`config.mk`:
```
export PLATFORM = sky130hd
export DESIGN_NAME = mem_arbiter
export DESIGN_NICKNAME = d
export VERILOG_FILES = /design/src/rtl/mem_arbiter.sv
export SDC_FILE = /design/constraint.sdc
export NUM_CORES = 1
export LEC_CHECK = 0
export ABC_AREA = 1
export BUFFER_PORTS_ARGS = -buffer_cell sky130_fd_sc_hd__buf_2
export CAP_MARGIN = 20
export CORE_UTILIZATION = 48
export CTS_CLUSTER_DIAMETER = 30
export DETAILED_ROUTE_END_ITERATION = 10
export PLACE_DENSITY = 0.81
export SYNTH_ARGS = -nofsm -noshare
export SYNTH_HDL_FRONTEND = slang
export SYNTH_SLANG_ARGS = --single-unit
```
`constraint.sdc`:
```
create_clock -name clk -period 1.75 [get_ports clk]
set_input_delay 0.525 -clock clk [delete_from_list [all_inputs] [get_ports clk]]
set_output_delay 0.525 -clock clk [all_outputs]
set_load 0.02 [all_outputs]
```
`src/rtl/mem_arbiter.sv`:
```
// mem_arbiter: shares one SRAM bus between instruction fetch and the MEM stage.
// One bus transaction is in flight at a time. Every output except stall_req
// is registered. A watchdog timer aborts a transaction the bus never acks.
module mem_arbiter #(
    parameter int ADDR_W  = 32,
    parameter int DATA_W  = 32,
    parameter int TIMEOUT = 255
) (
    input  logic              clk,
    input  logic              rst,
    // instruction fetch side
    input  logic              if_req,
    input  logic [ADDR_W-1:0] if_addr,
    output logic [DATA_W-1:0] if_rdata,
    output logic              if_ack,
    // data (MEM stage) side
    input  logic              mem_req,
    input  logic              mem_we,
    input  logic [3:0]        mem_sel,
    input  logic [ADDR_W-1:0] mem_addr,
    input  logic [DATA_W-1:0] mem_wdata,
    output logic [DATA_W-1:0] mem_rdata,
    output logic              mem_ack,
    // SRAM bus side
    output logic              bus_req,
    output logic              bus_we,
    output logic [3:0]        bus_sel,
    output logic [ADDR_W-1:0] bus_addr,
    output logic [DATA_W-1:0] bus_wdata,
    input  logic [DATA_W-1:0] bus_rdata,
    input  logic              bus_ack,
    // status
    output logic              timeout_o,
    output logic              stall_req
);

    typedef enum logic [1:0] {IDLE, IF_BUSY, MEM_BUSY, DONE} state_t;
    typedef enum logic {GRANT_IF, GRANT_MEM} grant_t;

    // Timer counts 0 .. TIMEOUT-1 inside a busy state.
    localparam int            TW     = (TIMEOUT > 2) ? $clog2(TIMEOUT) : 1;
    localparam logic [TW-1:0] T_LAST = TW'(TIMEOUT - 1);

    state_t              state_q,      state_d;
    grant_t              last_grant_q, last_grant_d;
    logic [TW-1:0]       timer_q,      timer_d;
    logic                bus_req_q,    bus_req_d;
    logic                bus_we_q,     bus_we_d;
    logic [3:0]          bus_sel_q,    bus_sel_d;
    logic [ADDR_W-1:0]   bus_addr_q,   bus_addr_d;
    logic [DATA_W-1:0]   bus_wdata_q,  bus_wdata_d;
    logic [DATA_W-1:0]   if_rdata_q,   if_rdata_d;
    logic [DATA_W-1:0]   mem_rdata_q,  mem_rdata_d;
    logic                if_ack_q,     if_ack_d;
    logic                mem_ack_q,    mem_ack_d;
    logic                timeout_q,    timeout_d;
    logic                grant_mem;

    // Next-state and next-output logic for the arbitration FSM.
    always_comb begin
        // NOTE: every signal gets a default before the case so that no path
        // leaves it unassigned; a missing default here would infer a latch.
        state_d      = state_q;
        last_grant_d = last_grant_q;
        timer_d      = timer_q;
        bus_req_d    = bus_req_q;
        bus_we_d     = bus_we_q;
        bus_sel_d    = bus_sel_q;
        bus_addr_d   = bus_addr_q;
        bus_wdata_d  = bus_wdata_q;
        if_rdata_d   = if_rdata_q;
        mem_rdata_d  = mem_rdata_q;
        if_ack_d     = 1'b0;
        mem_ack_d    = 1'b0;
        timeout_d    = 1'b0;
        grant_mem    = 1'b0;

        unique case (state_q)
            IDLE: begin
                // Under contention MEM wins unless it won the previous round.
                if (if_req && mem_req) grant_mem = (last_grant_q != GRANT_MEM);
                else                   grant_mem = mem_req;

                if (if_req || mem_req) begin
                    bus_req_d = 1'b1;
                    timer_d   = '0;
                    if (grant_mem) begin
                        bus_we_d    = mem_we;
                        bus_sel_d   = mem_sel;
                        bus_addr_d  = mem_addr;
                        bus_wdata_d = mem_wdata;
                        state_d     = MEM_BUSY;
                    end else begin
                        bus_we_d    = 1'b0;
                        bus_sel_d   = 4'b1111;
                        bus_addr_d  = if_addr;
                        bus_wdata_d = '0;
                        state_d     = IF_BUSY;
                    end
                end
            end

            IF_BUSY, MEM_BUSY: begin
                timer_d = timer_q + 1'b1;
                if (bus_ack) begin
                    // A late ack on the last timer cycle still completes normally.
                    bus_req_d = 1'b0;
                    state_d   = DONE;
                    if (state_q == IF_BUSY) begin
                        if_rdata_d   = bus_rdata;
                        if_ack_d     = 1'b1;
                        last_grant_d = GRANT_IF;
                    end else begin
                        if (!bus_we_q) mem_rdata_d = bus_rdata;
                        mem_ack_d    = 1'b1;
                        last_grant_d = GRANT_MEM;
                    end
                end else if (timer_q == T_LAST) begin
                    // Abort: the requester still gets its ack, flagged by timeout_o.
                    bus_req_d = 1'b0;
                    timeout_d = 1'b1;
                    state_d   = DONE;
                    if (state_q == IF_BUSY) begin
                        if_rdata_d = '0;
                        if_ack_d   = 1'b1;
                    end else begin
                        mem_rdata_d = '0;
                        mem_ack_d   = 1'b1;
                    end
                end
            end

            DONE: begin
                state_d = IDLE;
            end

            default: begin
                state_d = IDLE;
            end
        endcase
    end

    // State and output registers with synchronous active-low reset.
    always_ff @(posedge clk) begin
        // NOTE: sequential state uses non-blocking assignments so every flop
        // samples the pre-edge values regardless of statement order.
        if (!rst) begin
            state_q      <= IDLE;
            last_grant_q <= GRANT_IF;
            timer_q      <= '0;
            bus_req_q    <= 1'b0;
            bus_we_q     <= 1'b0;
            bus_sel_q    <= '0;
            bus_addr_q   <= '0;
            bus_wdata_q  <= '0;
            if_rdata_q   <= '0;
            mem_rdata_q  <= '0;
            if_ack_q     <= 1'b0;
            mem_ack_q    <= 1'b0;
            timeout_q    <= 1'b0;
        end else begin
            state_q      <= state_d;
            last_grant_q <= last_grant_d;
            timer_q      <= timer_d;
            bus_req_q    <= bus_req_d;
            bus_we_q     <= bus_we_d;
            bus_sel_q    <= bus_sel_d;
            bus_addr_q   <= bus_addr_d;
            bus_wdata_q  <= bus_wdata_d;
            if_rdata_q   <= if_rdata_d;
            mem_rdata_q  <= mem_rdata_d;
            if_ack_q     <= if_ack_d;
            mem_ack_q    <= mem_ack_d;
            timeout_q    <= timeout_d;
        end
    end

    assign bus_req   = bus_req_q;
    assign bus_we    = bus_we_q;
    assign bus_sel   = bus_sel_q;
    assign bus_addr  = bus_addr_q;
    assign bus_wdata = bus_wdata_q;
    assign if_rdata  = if_rdata_q;
    assign mem_rdata = mem_rdata_q;
    assign if_ack    = if_ack_q;
    assign mem_ack   = mem_ack_q;
    assign timeout_o = timeout_q;

    // Pipeline stall: any requester still waiting for its ack.
    assign stall_req = (if_req & ~if_ack_q) | (mem_req & ~mem_ack_q);

endmodule

```
# Word level (Yosys, flattened, before mapping)
# Cells that the tools add are included.
# totals
input_bits,138
ff_bits,148
# classes
bitwise_logic,9
mux,33
eq_ne,7
n_addsub,1
n_reduce_logical,15
# ops
op,n
32-bit two-way mux,11
8-bit case mux with 2 select lines,1
1-bit two-way mux,13
2-bit AND reduction,5
8-bit by 1-bit adder with 8-bit output (second input constant),1
8-bit == test (second input constant),1
2-bit two-way mux,4
8-bit two-way mux,1
1-bit NOT,6
2-bit case mux with 3 select lines,1
3-bit AND reduction,2
2-bit == test (second input constant),2
4-bit two-way mux,1
2-bit inequality test (second input constant),2
4-bit AND reduction,1
2-bit nonzero test,2
3-bit inequality test (second input constant),1
3-bit OR reduction,1
1-bit AND,2
2-bit by 1-bit == test with 1-bit output (second input constant),1
2-bit logical NOT,1
1-bit case mux with 2 select lines,1
2-bit OR reduction,1
1-bit logical AND,1
2 further kinds,2

# Logic depth before layout (Yosys ltp)
# Gate-level depths: netlist of run 1.
# depth
word_depth,6
ltp_mapped,11
mapped_depth_nobuf,10

# Worst setup path after synthesis of run 1
# No wires, ideal clock.
# synth_timing
path_type,reg2reg
startpoint,register state_q[0]
endpoint,register timer_q[5]
arrival_time_ps,1460
setup_slack_ps,172
setup_ps,118
n_path_buf,1
stages_incl_launch_ff,11
path_cell_list,dfxtp_1 inv_1 ha_1 inv_1 nor2_1 inv_1 nand2_1 buf_4 nand3_1 nand2_1 a21oi_1
# synth_between
elab_chain_cells,4
word_cells_on_any_way,8
cone_classes,eq/ne (3); mux (1); reduce/logical (4)
# synth_rtl
element,line_no,text
start: declaration,44,"state_t state_q, state_d;"
start signal: assignment,162,state_q <= state_d;
2-bit by 1-bit == test with 1-bit output or 2-bit == test (tied branches),78,unique case (state_q)
2-bit OR reduction,78,
2-bit nonzero test (no line),--,
2-bit AND reduction (no line),--,
end signal: assignment,164,timer_q <= timer_d;
end: declaration,46,"logic [TW-1:0] timer_q, timer_d;"
# Several ways; a longest one is shown, not always the timed one.
# A chain may end at the register's enable or synchronous reset.

# Worst setup path in the final report of run 1
# layout_timing
startpoint,"register if_ack_q, in the netlist if_ack"
endpoint,output port stall_req
# layout_between
elab_chain_cells,3
# layout_rtl
element,line_no,text
start: declaration,54,"logic if_ack_q, if_ack_d;"
start signal: assignment,172,if_ack_q <= if_ack_d;
1-bit NOT,190,assign stall_req = (if_req & ~if_ack_q) | (mem_req & ~mem_ack_q);
1-bit AND,190,
1-bit OR,190,
end: declaration,34,output logic stall_req
# Every way passes these cells.

==> results.py, run 1 <==
metrics = {
    "timing": {
        "clock_skew_ns": 0.00545,
        "maxSlewHeadroom": 0.785,
        "tightest_slew_ns": 0.321,
        "fin_crit_sh": 0.936,
        "fin_tns_setup_ns": 0,
        "clock.fmax_mhz": 611,
        "setup_viol": 0,
        "finalHoldViolCount": 0,
        "rsz0062_at_grt": "no",
        "drv_slew": 0,
        "period_minus_slack_ns": 1.64,
    },
    "worst_setup_path": {
        "crit_chain": "o22ai_1 -> buf_2",
        "crit_family": "flip-flops",
        "worst-path-max-fanout": 2,
        "start_kind": "register",
        "arrival_ns": 1.11,
        "end_kind": "primary output",
        "crit_type": "register to primary output",
        "crit_required_ns": 1.22,
        "slowest_delay_ns": 0.35,
        "crit_buf_inv": 1,
        "slowest_stage": "dfxtp_1",
    },
    "final_layout": {
        "synthToLayoutAreaGrowth_pct": 35.1,
        "seq_area_um2": 2960,
        "drive_gt1_frac": 0.281,
        "multi_input_area_um2": 2650,
        "postLayoutCoreUtil": 0.672,
        "final_nets": 1346,
        "fillCellCount": 1085,
        "antenna_cells": 0,
    },
    "job": {
        "cap_violations": 0,
    },
    "power_and_ir_drop": {
        "power_density_nw_per_um2": 1630,
        "p_leak_nw": 4.71,
        "max-vdd-ir-drop_uv": 916,
        "design_power_total_mw": 14.0,
    },
    "synth": {
        "synth_compound_area_frac": 0.101,
        "yosysTopAreaCell": "dfxtp_1",
        "syn_area_per_cell_um2": 6.78,
        "synth.distinct_cells": 27,
        "synthFlopType": "dfxtp_1",
        "synth_top_family_by_area": "simple AND/OR/NAND/NOR gates",
        "synth_edf_count": 0,
        "netlist_area_um2": 6360,
        "netlist_top_cells_count": "nand2_1, dfxtp_1, inv_1, nor2_1, a21oi_1",
        "yosysSeqAreaShare": 0.466,
        "synth-simple-area-share": 0.306,
        "synth_top_cell_area_share": 0.466,
        "synth-adder-area-share": 0.00787,
        "synthMuxAreaShare": 0,
        "async_flop_share": 0,
        "synth-seq-cells": 148,
        "syn_nets": 1080,
        "synth-xor-area-share": 0.00138,
        "syn_inst": 938,
        "yosysWarningCount": 0,
        "yosys.cell_count.top_type": "nand2_1",
        "yosys-top-cells-area": "dfxtp_1, nand2_1, inv_1",
    },
    "die": {
        "die_x_um": 117,
        "die_h_um": 117,
        "ioPinCount": 276,
        "dieArea_um2": 13700,
        "initial_core_util": 0.498,
        "rows": 41,
        "placeableCoreArea_um2": 12800,
    },
    "clock_network": {
        "hold_buffers": 0,
        "clk_path_buf_depth": 2,
        "cts-root-buf": "clkbuf_16",
        "htree_levels": 4,
        "post_cts_buffers": 0,
        "cts_tree": "built",
        "clkLatencyLatePin_ns": 0.42,
        "cts_resized": 0,
        "cts_sinks": 148,
        "numCtsBuffers": 17,
        "clkTransAtPathRegs_ns": 0.06,
    },
    "global_route": {
        "grt_overflow": 0,
        "antenna_found_initial": 0,
        "grt_use_total": 0.260,
        "grt_max_degree": 69,
        "first_global_vias": 5911,
        "grt_pass1_wl_um": 27400,
    },
    "hold_path": {
        "hp-class": "input port to register",
    },
    "placement": {
        "gp_congestion": 0.806,
        "io_buffers": 275,
        "hpwl_um": 12600,
    },
    "route": {
        "num_vias": 6599,
        "drt_wl_total_um": 17500,
        "ant_nets": 0,
        "drt-initial-drc-count": 420,
        "drcViolationCount": 0,
        "avgViaCountPerCell": 4.75,
        "wl_per_cell_um": 12.6,
        "dr.pass1.iters": 5,
    },
    "status": {
        "status": "completed",
    },
}
[worst min-delay path, stage by stage]
cell and delay (ns):
buf_2 0.07, nor2_1 0.03, nor2_1 0.08
[logic make-up (layout without fill, tap and decap cells)]
kind of cell | after synthesis | after routing
compound gates | 118 | 118
xor+xnor | 1 | 1
fa+ha+maj | 4 | 4
buf+inv | 183 | 462
flops | 148 | 148
simple gates | 484 | 484
[worst paths after layout]
path              cells past startpoint                          to  slack (ns)                  startpoint
setup / recovery                      2                   stall_req        0.11           if_ack$_SDFF_PN0_
hold / removal                        3     bus_sel[2]$_SDFFE_PN0P_        0.33                  mem_sel[2]
setup reg to reg                     10     timer_q[1]$_SDFFE_PN0P_        0.15     state_q[0]$_SDFFE_PN0P_
hold reg to reg                       2  bus_wdata[23]$_SDFFE_PN0P_        0.46  bus_wdata[23]$_SDFFE_PN0P_
[metal layers]
| layer | track usage | wire (um) | vias up |
|---|---|---|---|
| met1 | 0.288 | 7060 | 2906 |
| met3 | 0.0649 | 1140 | 39 |
| met2 | 0.462 | 8750 | 232 |
| li1 | - | - | 3422 |
| met5 | 0 | 0 | - |
| met4 | 0.129 | 555 | 0 |
[through the flow]
step           setup WS [ns]  cells  hold WS [ns]  cell area, um^2
3_3_place_gp           0.172   1355         0.450             8020
4_1_cts               0.0794   1387         0.318             8570
5_1_grt              0.00494   1389         0.345             8580
3_5_place_dp           0.123   1355         0.452             8020
6_report               0.112   1389         0.332             8580
2_1_floorplan          0.172    938         0.452             6360
[area by class of cell]
| cell class | instances | share of cell area |
|---|---|---|
| clock buffer | 20 | 0.0520 |
| clock inverter | 12 | 0.0125 |
| inverter | 126 | 0.0551 |
| multi-input combinational | 607 | 0.308 |
| sequential | 148 | 0.345 |
| tap | 172 | 0.0251 |
| timing repair buffer | 304 | 0.202 |
[where the power goes]
part / internal [mW] / total (mW) / switching [mW]
clock: 1.99 / 3.41 / 1.42
combinational: 2.01 / 5.83 / 3.83
sequential: 4.29 / 4.74 / 0.456
[placed cells by master (no fill, tap or decap), drive strengths merged, types with 3 or more instances in the layout]
cell type / instances
buf: 304
clkinvlp: 3
o21ai: 37
nand2: 317
ha: 4
nand3: 9
inv: 126
nand4: 28
dfxtp: 148
a31oi: 32
nor2: 127
clkinv: 8
a21oi: 46
clkbuf: 20
[registers in the layout, indices dropped and copies added, names as in the netlist]
signal,count
mem_rdata,32
if_ack,1
last_grant_q,1
bus_sel,4
timeout_o,1
bus_addr,32
mem_ack,1
bus_wdata,32
timer_q,8
bus_we,1
bus_req,1
if_rdata,32
state_q,2
Note: power is estimated with default switching activity, not from simulation.
==> run 2, diff against run 1 <==
ABC_AREA = unset   (was 1)
CORE_UTILIZATION = 46   (was 48)
PLACE_DENSITY = 0.8   (was 0.81)
==> results.py, run 2 <==
metrics = {
    "final_layout": {
        "mostFrequentLayoutCells": "buf_2, dfxtp_1, nor2_1",
        "drive_gt1_frac": 0.408,
        "layout_commonest_cell": "buf_2",
        "final_nets": 974,
        "synthToLayoutAreaGrowth_pct": 38.0,
    },
    "die": {
        "placeableCoreArea_um2": 12000,
        "die_h_um": 113,
        "die_x_um": 113,
        "ioPinCount": 276,
        "initial_core_util": 0.473,
        "rows": 40,
        "dieArea_um2": 12800,
    },
    "job": {
        "cap_violations": 0,
    },
    "worst_setup_path": {
        "arrival_ns": 1.15,
        "crit_type": "input port to primary output",
        "rr_endpoint": "if_rdata[25]$_SDFFE_PN0P_",
        "start_kind": "input port",
        "crit_chain": "buf_2 -> inv_1 -> o22ai_1 -> buf_2",
        "slowest_stage": "o22ai_1",
        "slowest_delay_ns": 0.19,
        "timing.rr.start": "timer_q[0]$_SDFFE_PN0P_",
        "crit_family": "buffers and inverters",
        "crit_top_cell": "buf_2",
        "end_kind": "primary output",
        "crit_buf_inv": 3,
        "worstRegToRegCells": 7,
        "crit_required_ns": 1.22,
        "worst-path-max-fanout": 5,
        "rrSetupSlack_ns": 0.08,
    },
    "timing": {
        "finalHoldViolCount": 0,
        "clock_skew_ns": 0.00719,
        "rsz0062_at_grt": "yes",
        "fin_ws_ns": 0.0739,
        "tightest_slew_ns": 0.439,
        "drv_slew": 0,
        "setup_viol": 0,
        "fin_crit_sh": 0.958,
        "maxSlewHeadroom": 0.705,
        "period_minus_slack_ns": 1.68,
        "whs_ns": 0.340,
        "clock.fmax_mhz": 597,
    },
    "status": {
        "status": "completed",
    },
    "synth": {
        "syn_nets": 709,
        "syn_inst": 567,
        "synth_edf_count": 0,
        "yosysSeqAreaShare": 0.522,
        "synth.distinct_cells": 39,
        "synth-seq-cells": 148,
        "async_flop_share": 0,
        "yosysTopAreaCell": "dfxtp_1",
        "syn_area_per_cell_um2": 10.0,
        "yosys-top-cells-area": "dfxtp_1, mux2i_1, a22o_1",
        "yosys.cell_count.top_type": "dfxtp_1",
        "yosysWarningCount": 0,
        "synth_top_cell_area_share": 0.522,
        "netlist_top_cells_count": "dfxtp_1, nor2_1, mux2i_1",
        "netlist_area_um2": 5680,
        "synthFlopType": "dfxtp_1",
    },
    "route": {
        "drcViolationCount": 0,
        "ant_nets": 0,
        "drt_wl_total_um": 15700,
        "wl_per_cell_um": 15.8,
        "drt-initial-drc-count": 542,
        "num_vias": 5246,
        "dr.pass1.iters": 5,
        "avgViaCountPerCell": 5.28,
    },
    "clock_network": {
        "cts-root-buf": "clkbuf_16",
        "cts_sinks": 148,
        "post_cts_buffers": 0,
        "htree_levels": 4,
        "clkTransAtPathRegs_ns": 0.06,
        "clk_path_buf_depth": 2,
        "clkLatencyLatePin_ns": 0.41,
        "cts_resized": 0,
        "hold_buffers": 0,
        "cts_tree": "built",
        "numCtsBuffers": 17,
    },
    "hold_path": {
        "holdPathStages": 2,
        "hp-start": "bus_rdata[17]",
        "hp-class": "input port to register",
        "holdPathEnd": "mem_rdata[17]$_SDFFE_PN0P_",
    },
    "placement": {
        "io_buffers": 275,
        "hpwl_um": 11100,
        "gp_congestion": 0.807,
        "dp_slack_ns": 0.0649,
    },
    "global_route": {
        "grt_max_degree": 75,
        "grt_pass1_wl_um": 24200,
        "antenna_found_initial": 1,
        "first_global_vias": 4842,
        "grt_use_total": 0.244,
        "grt_overflow": 0,
    },
    "power_and_ir_drop": {
        "p_leak_nw": 3.67,
        "max-vdd-ir-drop_uv": 878,
        "power_density_nw_per_um2": 1520,
    },
}
[run 2: cell types whose count changed after synthesis, moves of 29 or more]
cell | previous run | this run
a211oi_1 | 1 | 32
a31oi_1 | 32 | 0
a21oi_1 | 46 | 5
nand2_1 | 314 | 37
a22o_1 | 0 | 32
o21ai_0 | 36 | 4
mux2i_1 | 0 | 66
inv_1 | 126 | 7
nand3_1 | 7 | 36
nor2_1 | 126 | 74
a22oi_1 | 0 | 33
[run 2: where the power goes]
part	leakage, nW	internal, mW	total (mW)	switching (mW)
Clock	0.253	1.87	3.28	1.41
Sequential	1.21	4.05	4.41	0.356
Combinational	2.21	1.63	4.19	2.56
Total	3.67	7.55	11.9	4.33
[run 2: how the worst max path moves through the flow]
stage / start / to / slack [ns] / depth (start not counted)
3_3_place_gp: if_req / stall_req / 0.06 / 4
4_1_cts: if_req / stall_req / 0.06 / 4
2_1_floorplan: state_q[0]$_SDFFE_PN0P_ / mem_rdata[10]$_SDFFE_PN0P_ / 0.04 / 7
3_5_place_dp: if_req / stall_req / 0.06 / 4
5_1_grt: timer_q[0]$_SDFFE_PN0P_ / if_rdata[18]$_SDFFE_PN0P_ / -0.05 / 7
6_report: if_req / stall_req / 0.07 / 4
[run 2: layer usage]
| layer | part of all wire | routed length, um | vias up | GRT usage |
|---|---|---|---|---|
| li1 | - | - | 2568 | - |
| met1 | 0.40 | 6350 | 2414 | 0.285 |
| met2 | 0.49 | 7660 | 234 | 0.409 |
| met3 | 0.086 | 1340 | 30 | 0.0809 |
| met4 | 0.021 | 329 | 0 | 0.102 |
| met5 | 0 | 0 | - | 0 |
[run 2: layout make-up]
cell class / count / area, um^2
inverter: 8 / 30.0
clock inverter: 13 / 83.8
sequential: 148 / 2960
multi-input combinational: 361 / 2470
timing repair buffer: 296 / 1650
fill: 985 / 4180
antenna: 1 / 2.50
clock buffer: 19 / 453
tap: 147 / 184
[run 2: logic make-up (layout without fill, tap and decap cells)]
family | after synthesis | after routing | share of synthesized area
compound gates | 119 | 119 | 0.162
xor+xnor | 6 | 6 | 0.00926
fa+ha+maj | 4 | 4 | 0.00882
buf+inv | 58 | 336 | 0.0525
flops | 148 | 148 | 0.522
mux | 66 | 66 | 0.116
other cells | 0 | 1 | 0
simple gates | 166 | 166 | 0.129
[run 2: through the flow]
stage / power, mW / instances / utilization / setup TNS, ns / instance area (um^2)
after floorplan: 7.12 / 567 / - / 0 / 5680
final: 11.9 / 993 / 0.652 / 0 / 7840
after CTS: 11.9 / 992 / 0.650 / 0 / 7810
after detailed placement: 8.64 / 960 / 0.605 / 0 / 7270
after global routing: 12.5 / 993 / 0.652 / -0.528 / 7840
after global placement: 8.58 / 960 / 0.605 / 0 / 7270
==> run 3, diff against run 2 <==
RECOVER_POWER = 100   (was unset)
==> results.py, run 3 (synthesis results as in run 2) <==
metrics = {
    "placement": {
        "gp_congestion": 0.807,
        "hpwl_um": 11100,
        "io_buffers": 275,
        "place_inst": 960,
    },
    "worst_setup_path": {
        "start_kind": "input port",
        "crit_chain": "buf_2 -> inv_1 -> o22ai_1 -> buf_2",
        "crit_top_cell": "buf_2",
        "crit_type": "input port to primary output",
        "arrival_ns": 1.15,
        "crit_buf_inv": 3,
        "cp-startpoint": "if_req",
        "slowest_delay_ns": 0.19,
        "crit_family": "buffers and inverters",
        "timing.rr.start": "timer_q[0]$_SDFFE_PN0P_",
        "worst-path-max-fanout": 5,
        "end_kind": "primary output",
        "crit_required_ns": 1.22,
        "slowest_stage": "o22ai_1",
    },
    "die": {
        "placeableCoreArea_um2": 12000,
        "initial_core_util": 0.473,
        "die_x_um": 113,
        "dieArea_um2": 12800,
        "ioPinCount": 276,
        "rows": 40,
        "die_h_um": 113,
    },
    "timing": {
        "maxSlewHeadroom": 0.706,
        "rsz0062_at_grt": "yes",
        "clock.fmax_mhz": 597,
        "clock_skew_ns": 0.00721,
        "fin_tns_setup_ns": 0,
        "drv_slew": 0,
        "setup_viol": 0,
        "fin_crit_sh": 0.958,
        "tightest_slew_ns": 0.438,
        "period_minus_slack_ns": 1.68,
        "finalHoldViolCount": 0,
    },
    "status": {
        "status": "completed",
    },
    "global_route": {
        "grt_use_total": 0.244,
        "use_met1": 0.285,
        "grt-busiest-layer": "met2",
        "grt_overflow": 0,
        "met2_usage": 0.409,
        "grt_max_degree": 75,
        "antenna_found_initial": 1,
        "first_global_vias": 4842,
        "grt_pass1_wl_um": 24200,
        "grtUsageMet3": 0.0809,
    },
    "final_layout": {
        "drive_gt1_frac": 0.407,
        "final_nets": 974,
        "mostFrequentLayoutCells": "buf_2, dfxtp_1, nor2_1",
        "layout_commonest_cell": "buf_2",
        "synthToLayoutAreaGrowth_pct": 38.0,
        "postLayoutCoreUtil": 0.652,
        "final_cells": 993,
    },
    "route": {
        "ant_nets": 0,
        "drt_wl_total_um": 15700,
        "drcViolationCount": 0,
        "drt-initial-drc-count": 542,
        "num_vias": 5287,
        "dr.pass1.iters": 5,
        "avgViaCountPerCell": 5.32,
        "wl_per_cell_um": 15.8,
    },
    "job": {
        "cap_violations": 0,
    },
    "power_and_ir_drop": {
        "max-vdd-ir-drop_uv": 879,
        "pwr-share-comb": 0.352,
        "power_frac_seq": 0.372,
        "switchingPower_mw": 4.32,
        "pwr-share-clk": 0.276,
        "power_density_nw_per_um2": 1510,
        "p_leak_nw": 3.67,
        "p_sw_frac": 0.364,
        "internal_power_mw": 7.54,
    },
    "clock_network": {
        "clkTransAtPathRegs_ns": 0.06,
        "cts_sinks": 148,
        "cts_tree": "built",
        "clk_path_buf_depth": 2,
        "htree_levels": 4,
        "clkLatencyLatePin_ns": 0.41,
        "cts-root-buf": "clkbuf_16",
        "numCtsBuffers": 17,
    },
    "hold_path": {
        "hp-class": "input port to register",
        "hp-start": "bus_rdata[17]",
    },
}
==> run 3: cell count changes in the layout (fill, tap and decap cells not counted) <==
cell | previous run | this run
buf_4 | 12 | 11
clkbuf_1 | 0 | 1
==> run 3: worst paths after layout <==
| kind | end | depth (start not counted) | slack (ns) |
|---|---|---|---|
| hold reg to reg | if_rdata[0]$_SDFFE_PN0P_ | 2 | 0.45 |
| setup / recovery | stall_req | 4 | 0.07 |
| setup reg to reg | if_rdata[29]$_SDFFE_PN0P_ | 7 | 0.08 |
| hold / removal | mem_rdata[17]$_SDFFE_PN0P_ | 2 | 0.34 |
==> run 3: worst reg2reg max path: stages (launching register included) <==
cell and delay [ns]:
dfxtp_1 0.33, inv_1 0.08, ha_1 0.18, nand3_2 0.12, o21bai_1 0.20, and3_4 0.25, buf_12 0.20, mux2i_1 0.22
==> run 3: cell type report <==
cell class / instances / area, um^2
Tap cell: 147 / 184
Clock inverter: 13 / 83.8
Fill cell: 986 / 4180
Sequential cell: 148 / 2960
Clock buffer: 19 / 453
Multi-Input combinational cell: 361 / 2470
Antenna cell: 1 / 2.50
Inverter: 8 / 30.0
Timing Repair Buffer: 296 / 1640
==> run 3: power groups by stage <==
stage / clock, mW / sequential (mW) / combinational, mW
global route: 3.51 / 4.48 / 4.53
detailed placement: 0 / 4.45 / 4.19
global placement: 0 / 4.44 / 4.14
finish: 3.27 / 4.41 / 4.18
CTS: 3.34 / 4.40 / 4.20
floorplan: 0 / 5.21 / 1.91
==> run 3: metal layers <==
metal	vias up	part of all wire
li1	2570	-
met1	2448	0.41
met2	237	0.49
met3	32	0.083
met4	0	0.021
met5	-	0
==> run 3: stage by stage <==
| step | area, um^2 | setup WS, ns | hold slack, ns | power [mW] |
|---|---|---|---|---|
| floorplan | 5680 | 0.0371 | 0.439 | 7.12 |
| global placement | 7270 | 0.0555 | 0.440 | 8.58 |
| detailed placement | 7270 | 0.0649 | 0.445 | 8.64 |
| CTS | 7810 | 0.0618 | 0.322 | 11.9 |
| global route | 7830 | -0.0467 | 0.330 | 12.5 |
| finish | 7830 | 0.0739 | 0.341 | 11.9 |
==> run 3: what timing repair did <==
action                     in CTS  in global routing
resized for setup               0                  6
setup endpoints to repair       0                 32
hold buffers                    0                  0
setup buffers                   0                  0
